## src/rtl/cos_result_bcd.sv

```systemverilog
// cos_result_bcd: cosine result word (value x 10^4) to sign + 5 BCD digits.
// Sequential double-dabble, one bit per clock, valid/ready on both sides.
//
// Ports:
//   clk, rst            clock, synchronous active-high reset
//   din, in_valid       result word from the cosine stage and its valid
//   in_ready            high only in IDLE; the block takes din on in_valid
//   sign                1 = result negative
//   bcd[19:0]           digit4 (MSD) in [19:16] ... digit0 in [3:0]
//   blank[4:0]          bit k = 1: digit k is a leading zero
//   dp_pos[2:0]         point sits left of digit dp_pos-1 (= FRAC_DIGITS)
//   out_valid/out_ready result handshake; outputs hold until taken
module cos_result_bcd #(
    parameter int SIGNED_IN   = 1,
    parameter int FRAC_DIGITS = 4
) (
    input  logic        clk,
    input  logic        rst,
    input  logic [15:0] din,
    input  logic        in_valid,
    output logic        in_ready,
    output logic        sign,
    output logic [19:0] bcd,
    output logic [4:0]  blank,
    output logic [2:0]  dp_pos,
    output logic        out_valid,
    input  logic        out_ready
);

    typedef enum logic [1:0] {
        S_IDLE,
        S_CONV,
        S_DONE
    } state_t;

    state_t      r_state;
    state_t      w_next;
    logic        w_in_ready;
    logic        w_out_valid;
    logic        w_accept;
    logic        w_last;

    logic        r_sign;
    logic [19:0] r_bcd;
    logic [4:0]  r_blank;
    logic [15:0] r_mag;
    logic [3:0]  r_cnt;

    logic        w_sign;
    logic [15:0] w_mag;
    logic [19:0] w_adj;
    logic [19:0] w_shift;
    logic [4:0]  w_blank;
    logic        w_allz;

    assign w_accept = (r_state == S_IDLE) && in_valid;
    assign w_last   = (r_cnt == 4'd15);

    // Negative input is folded to its magnitude; 0x8000 maps to 32768.
    assign w_sign = (SIGNED_IN != 0) && din[15];
    assign w_mag  = w_sign ? (~din + 16'd1) : din;

    // Double-dabble step: pre-correct every digit >= 5, then shift in the
    // next magnitude bit.
    always_comb begin
        w_adj = '0;
        for (int k = 0; k < 5; k++) begin
            if (r_bcd[4*k +: 4] >= 4'd5) begin
                w_adj[4*k +: 4] = r_bcd[4*k +: 4] + 4'd3;
            end else begin
                w_adj[4*k +: 4] = r_bcd[4*k +: 4];
            end
        end
    end

    assign w_shift = {w_adj[18:0], r_mag[15]};

    // Scan from the MSD down; a digit is blank while everything above it
    // (and itself) is zero, but never at or below the units digit.
    always_comb begin
        w_blank = '0;
        w_allz  = 1'b1;
        for (int k = 4; k >= 0; k--) begin
            w_allz     = w_allz && (w_shift[4*k +: 4] == 4'd0);
            w_blank[k] = (k > FRAC_DIGITS) && w_allz;
        end
    end

    always_ff @(posedge clk) begin
        if (rst) begin
            r_state <= S_IDLE;
        end else begin
            r_state <= w_next;
        end
    end

    always_comb begin
        w_next      = r_state;
        w_in_ready  = 1'b0;
        w_out_valid = 1'b0;
        unique case (r_state)
            S_IDLE: begin
                w_in_ready = 1'b1;
                if (in_valid) begin
                    w_next = S_CONV;
                end
            end
            S_CONV: begin
                if (w_last) begin
                    w_next = S_DONE;
                end
            end
            S_DONE: begin
                w_out_valid = 1'b1;
                if (out_ready) begin
                    w_next = S_IDLE;
                end
            end
            default: begin
                w_next = S_IDLE;
            end
        endcase
    end

    always_ff @(posedge clk) begin
        if (rst) begin
            r_sign  <= 1'b0;
            r_bcd   <= '0;
            r_blank <= '0;
            r_mag   <= '0;
            r_cnt   <= '0;
        end else if (w_accept) begin
            r_sign  <= w_sign;
            r_mag   <= w_mag;
            r_bcd   <= '0;
            r_blank <= '0;
            r_cnt   <= '0;
        end else if (r_state == S_CONV) begin
            r_bcd <= w_shift;
            r_mag <= {r_mag[14:0], 1'b0};
            r_cnt <= r_cnt + 4'd1;
            if (w_last) begin
                r_blank <= w_blank;
            end
        end
    end

    assign in_ready  = w_in_ready;
    assign out_valid = w_out_valid;
    assign sign      = r_sign;
    assign bcd       = r_bcd;
    assign blank     = r_blank;
    assign dp_pos    = 3'(FRAC_DIGITS);

endmodule

```

## config.mk

```make
export PLATFORM = sky130hd
export DESIGN_NAME = cos_result_bcd
export DESIGN_NICKNAME = d
export VERILOG_FILES = /design/src/rtl/cos_result_bcd.sv
export SDC_FILE = /design/constraint.sdc
export NUM_CORES = 1
export LEC_CHECK = 0
export CAP_MARGIN = 20
export CELL_PAD_IN_SITES_DETAIL_PLACEMENT = 0
export CELL_PAD_IN_SITES_GLOBAL_PLACEMENT = 2
export CORE_MARGIN = 2
export CORE_UTILIZATION = 30
export CTS_CLUSTER_DIAMETER = 200
export CTS_CLUSTER_SIZE = 24
export DETAILED_ROUTE_END_ITERATION = 16
export GPL_TIMING_DRIVEN = 0
export PLACE_DENSITY = 0.77
export REMOVE_ABC_BUFFERS = 1
export SYNTH_ARGS = -nofsm -noshare
export SYNTH_HDL_FRONTEND = slang
export SYNTH_SLANG_ARGS = --single-unit
```

## constraint.sdc

```tcl
create_clock -name clk -period 2.3 [get_ports clk]
set_input_delay 0.23 -clock clk [delete_from_list [all_inputs] [get_ports clk]]
set_output_delay 0.23 -clock clk [all_outputs]
set_load 0.01 [all_outputs]
```

## Yosys cells after proc, flatten, opt, wreduce, memory -nomap -nowiden

Index checks and enable logic that the tools add are counted.

| word-level totals | value |
|---|---|
| bits in registers | 43 |

| cells by class | value |
|---|---|
| add/subtract/negate cells | 7 |
| magnitude comparators | 5 |
| equality and inequality tests | 6 |
| multiplexer cells | 14 |
| bitwise gates (word level) | 1 |
| reductions and logical operators | 5 |

Operators by type and width:

| kind | number |
|---|---|
| $mux 16 | 3 |
| $ge 4x3->1 const B | 5 |
| $add 16x1->16 const B | 1 |
| $add 4x2->4 const B | 4 |
| $mux 4 | 4 |
| $not 16->16 | 1 |
| $mux 2 | 3 |
| $ne 2x2->1 const B | 3 |
| $pmux 2 s3 | 1 |
| $add 4x1->4 const B | 1 |
| $eq 4x4->1 const B | 1 |
| $add 3x2->3 const B | 1 |
| $mux 3 | 1 |
| $reduce_and 3->1 | 1 |
| $eq 2x1->1 const B | 1 |
| $eq 2x2->1 const B | 1 |
| $logic_not 2->1 | 1 |
| $mux 1 | 2 |
| $reduce_bool 2->1 | 1 |
| $reduce_or 2->1 | 1 |
| $logic_and 1x1->1 | 1 |

## Longest topological paths before layout

Gate-level depths: netlist (run 1).

| depth | value |
|---|---|
| word-level depth | 4 |
| depth in mapped cells | 6 |

## Worst setup path before layout (run 1)

Ideal clock, no wire load.

| path | value |
|---|---|
| path kind | input to register |
| start point | input din[1] |
| end point | register r_mag[12] |
| setup time | 0.114 ns |
| arrival | 1.605 ns |
| path slack | 0.580 ns |
| stages on the path | 6 |
| path buffers | 0 |
| path through | inv_1 -> ha_1 -> or4b_4 -> o31ai_1 -> xor2_1 -> a2111oi_0 |

| on the way | value |
|---|---|
| longest elaborated chain between the ends | 4 |

RTL lines:

| item | line | text |
|---|---|---|
| start, declared | 19 | `input logic [15:0] din,` |
| $not 16->16 | 61 | `assign w_mag = w_sign ? (~din + 16'd1) : din;` |
| $add 16x1->16 | 61 |  |
| $mux 16 | 61 |  |
| $mux 16 | 132 | `end else if (w_accept) begin` |
| end signal, assigned | 134 | `r_mag <= w_mag;` |
| end signal, assigned | 140 | `r_mag <= {r_mag[14:0], 1'b0};` |
| end, declared | 46 | `logic [15:0] r_mag;` |

No other way between the ends.
A chain may end at the register's enable or synchronous reset.

## Worst setup path in the final report (run 1)

| path | value |
|---|---|
| start point | input din[0] |
| end point | register r_mag[12] |

The elaborated chain is that of the path after synthesis.

==> results of run 1 <==
[synth_stat cells (3+ instances only)]
cell,n,area (um2)
a21oi_1,21,105
a22oi_1,3,22.5
a31oi_1,5,31.3
buf_4,8,60.1
buf_6,3,33.8
clkbuf_1,8,30.0
dfxtp_1,43,861
ha_1,12,150
inv_1,14,52.6
mux2i_1,6,60.1
nand2_1,31,116
nand2b_1,7,43.8
nand3_1,11,55.1
nor2_1,16,60.1
nor3_1,3,15.0
o21ai_0,14,70.1
o22ai_1,13,81.3
o31ai_1,4,30.0
or2_2,3,18.8
or3_1,12,75.1
xnor2_1,8,70.1
xor2_1,16,140
[logic make-up after synthesis]
group	after synthesis
AND/OR/NAND/NOR	95
multiplexers	7
buffers and inverters	36
AO/OA/AOI/OAI	72
XOR/XNOR	24
other	2
adder cells (fa/ha/maj)	12
flip-flops	43
[flip-flops by register name, indices dropped and copies added, names as in the netlist]
register / count
bcd: 20
sign: 1
r_mag: 16
r_cnt: 4
r_state: 2
[worst max-delay path: stages]
cell and delay [ns]:
clkdlybuf4s50_1 0.47, inv_1 0.08, ha_1 0.17, or4b_4 0.51, o31ai_1 0.29, xor2_1 0.10
a2111oi_0 0.38
[metrics by stage]
stage,util (%),power [W]
2_1_floorplan,-,0.000917
3_3_place_gp,36.7,0.00101
3_5_place_dp,37.0,0.00102
4_1_cts,38.7,0.00173
5_1_grt,38.7,0.00178
6_report,38.7,0.00170
[placed cells by master, fill, tap and decap left out, drive strengths merged, types with 4 or more instances in the layout]
cell	count
a21oi	21
a31oi	5
clkbuf	5
clkdlybuf4s50	42
conb	8
dfxtp	43
ha	12
inv	14
mux2i	6
nand2	31
nand2b	7
nand3	11
nor2	16
o21ai	14
o22ai	13
o31ai	4
o41ai	4
or3	13
xnor2	8
xor2	16
[worst paths after layout]
check / start / endpoint / slack, ns
hold reg to reg: r_mag[15] / bcd[0] / 0.46
setup reg to reg: r_state[0] / bcd[17] / 0.36
setup / recovery: din[0] / r_mag[12] / 0.25
hold / removal: r_mag[15] / bcd[0] / 0.46
[power groups by stage]
stage	clock network (W)	logic, W	registers (W)
2_1_floorplan	0	0.000118	0.000799
3_3_place_gp	0	0.000209	0.000802
3_5_place_dp	0	0.000213	0.000802
4_1_cts	0.000730	0.000213	0.000785
5_1_grt	0.000759	0.000236	0.000789
6_report	0.000706	0.000211	0.000785
[area by class of cell]
cell class | instances | area (um2) | share of cell area [%]
Multi-Input combinational cell | 218 | 1410 | 46.6
Sequential cell | 43 | 861 | 28.5
Timing Repair Buffer | 43 | 435 | 14.4
Tap cell | 102 | 128 | 4.22
Clock buffer | 5 | 68.8 | 2.28
Clock inverter | 3 | 67.6 | 2.24
Inverter | 14 | 52.6 | 1.74
[metal layers]
layer / GRT usage, % / wire, um / vias to the layer above
li1: - / - / 1076
met1: 18.7 / 2870 / 932
met2: 19.5 / 2270 / 49
met3: 2.73 / 245 / 7
met4: 3.62 / 69 / 0
met5: 0 / 0 / -
==> results_dict.tcl, run 1 <==
set metrics [dict create \
    post-cts-setup-buffers 0 \
    synth.distinct_cells 45 \
    ir_drop_mv 0.255 \
    syn-instance-count 291 \
    nets 357 \
    cts_resized 0 \
    slew_viol_final 0 \
    combPwrFrac_pct 12.4 \
    fp.dieW_um 94.2 \
    power_switching_w 0.000408 \
    rsz0062_at_grt "false" \
    start_kind "primary input" \
    ys.warnings.count 0 \
    setup_slack_ns 0.252 \
    synthMuxAreaShare_pct 2.92 \
    drive_above_1_share_pct 6.75 \
    whs_path_depth 2 \
    ant_nets 0 \
    yosysSeqAreaShare_pct 35.2 \
    gr-total-overflow 0 \
    crit_required_ns 2.48 \
    post-place-ws_ns -0.0802 \
    antenna_cells 0 \
    clk_pin_slew_ns 0.09 \
    syn_area_um2 2440 \
    endpoint_kind "flip-flop" \
    clock_tree.buffer_depth 2 \
    finalCritPeriodShare_pct 89.1 \
    portBuffers 42 \
    drc 0 \
    synth-edff-count 0 \
    pwr-share-seq_pct 46.1 \
    dp_hpwl_um 3760 \
    n_fill_cell 843 \
    synth_compound_area_share_pct 18.8 \
    hold_class "flip-flop to flip-flop" \
    clock-root-buffer "clkbuf_8" \
    via_per_inst 4.82 \
    placed_cells_incl_taps 420 \
    synthAdderAreaFrac_pct 6.15 \
    grt_pass1_vias 1917 \
    fin_cells 428 \
    critPathMaxFanout 5 \
    critical_path_class "primary input to flip-flop" \
    rows 32 \
    cts_hold_buf 0 \
    place_area_um2 2890 \
    pwr-share-clk_pct 41.5 \
    htree_levels 2 \
    cts_tree "yes" \
    critPathArrivalTime_ns 2.23 \
    vias 2064 \
    numCtsBuffers 5 \
    intPower_w 0.00129 \
    synth_ff_type "dfxtp_1" \
    routed_wl_um 5450 \
    setup-tns-final_ns 0 \
    final_hold_viol_count 0 \
    worst_pin_slew_ns 0.861 \
    post-route-cell-area_um2 3020 \
    die_y_um 94.2 \
    initialDrtViolationCount 75 \
    setup_violations 0 \
    syn2layout_area_growth_pct 23.7 \
    fmaxAchievable_mhz 488 \
    status "completed" \
    yosys.area_share.simple_pct 19.8 \
    grt_max_degree 44 \
    wl_per_cell_um 12.7 \
    reg2reg_depth 4 \
    clock-sinks 43 \
    async_flop_share_pct 0 \
    start_util_pct 31.3 \
    synth_seq_cells 43 \
    synth_xor_xnor_area_share_pct 8.61 \
    clock_latency_ns 0.30 \
    core-area_um2 7810 \
    cap_violations 0 \
    syn_area_per_cell_um2 8.39 \
    maxSlewHeadroom_pct 42.6 \
    die-area_um2 8880 \
    grt_pass1_wl_um 9260 \
    clock-skew-final_ns 0.00648 \
    fin_crit_ns 2.05 \
    fin_hold_ws_ns 0.464 \
    antenna_found_initial 0 \
    synth_top_family_by_area "simple AND/OR/NAND/NOR gates" \
    pwr_density_cell_nw_per_um2 563 \
    io_pins 51 \
    grt_use_total_pct 13.0 \
    swShare_pct 24.0 \
    gp_congestion 0.750 \
    p_leak_nw 1.05 \
    dr.pass1.iters 4 \
]
Power figures use the tool's default switching activity.
==> run 2, diff against run 1 <==
CTS_CLUSTER_DIAMETER = default   (was 200)
==> results of run 2 <==
The final DEF is identical to that of run 1; final timing and power are the same.
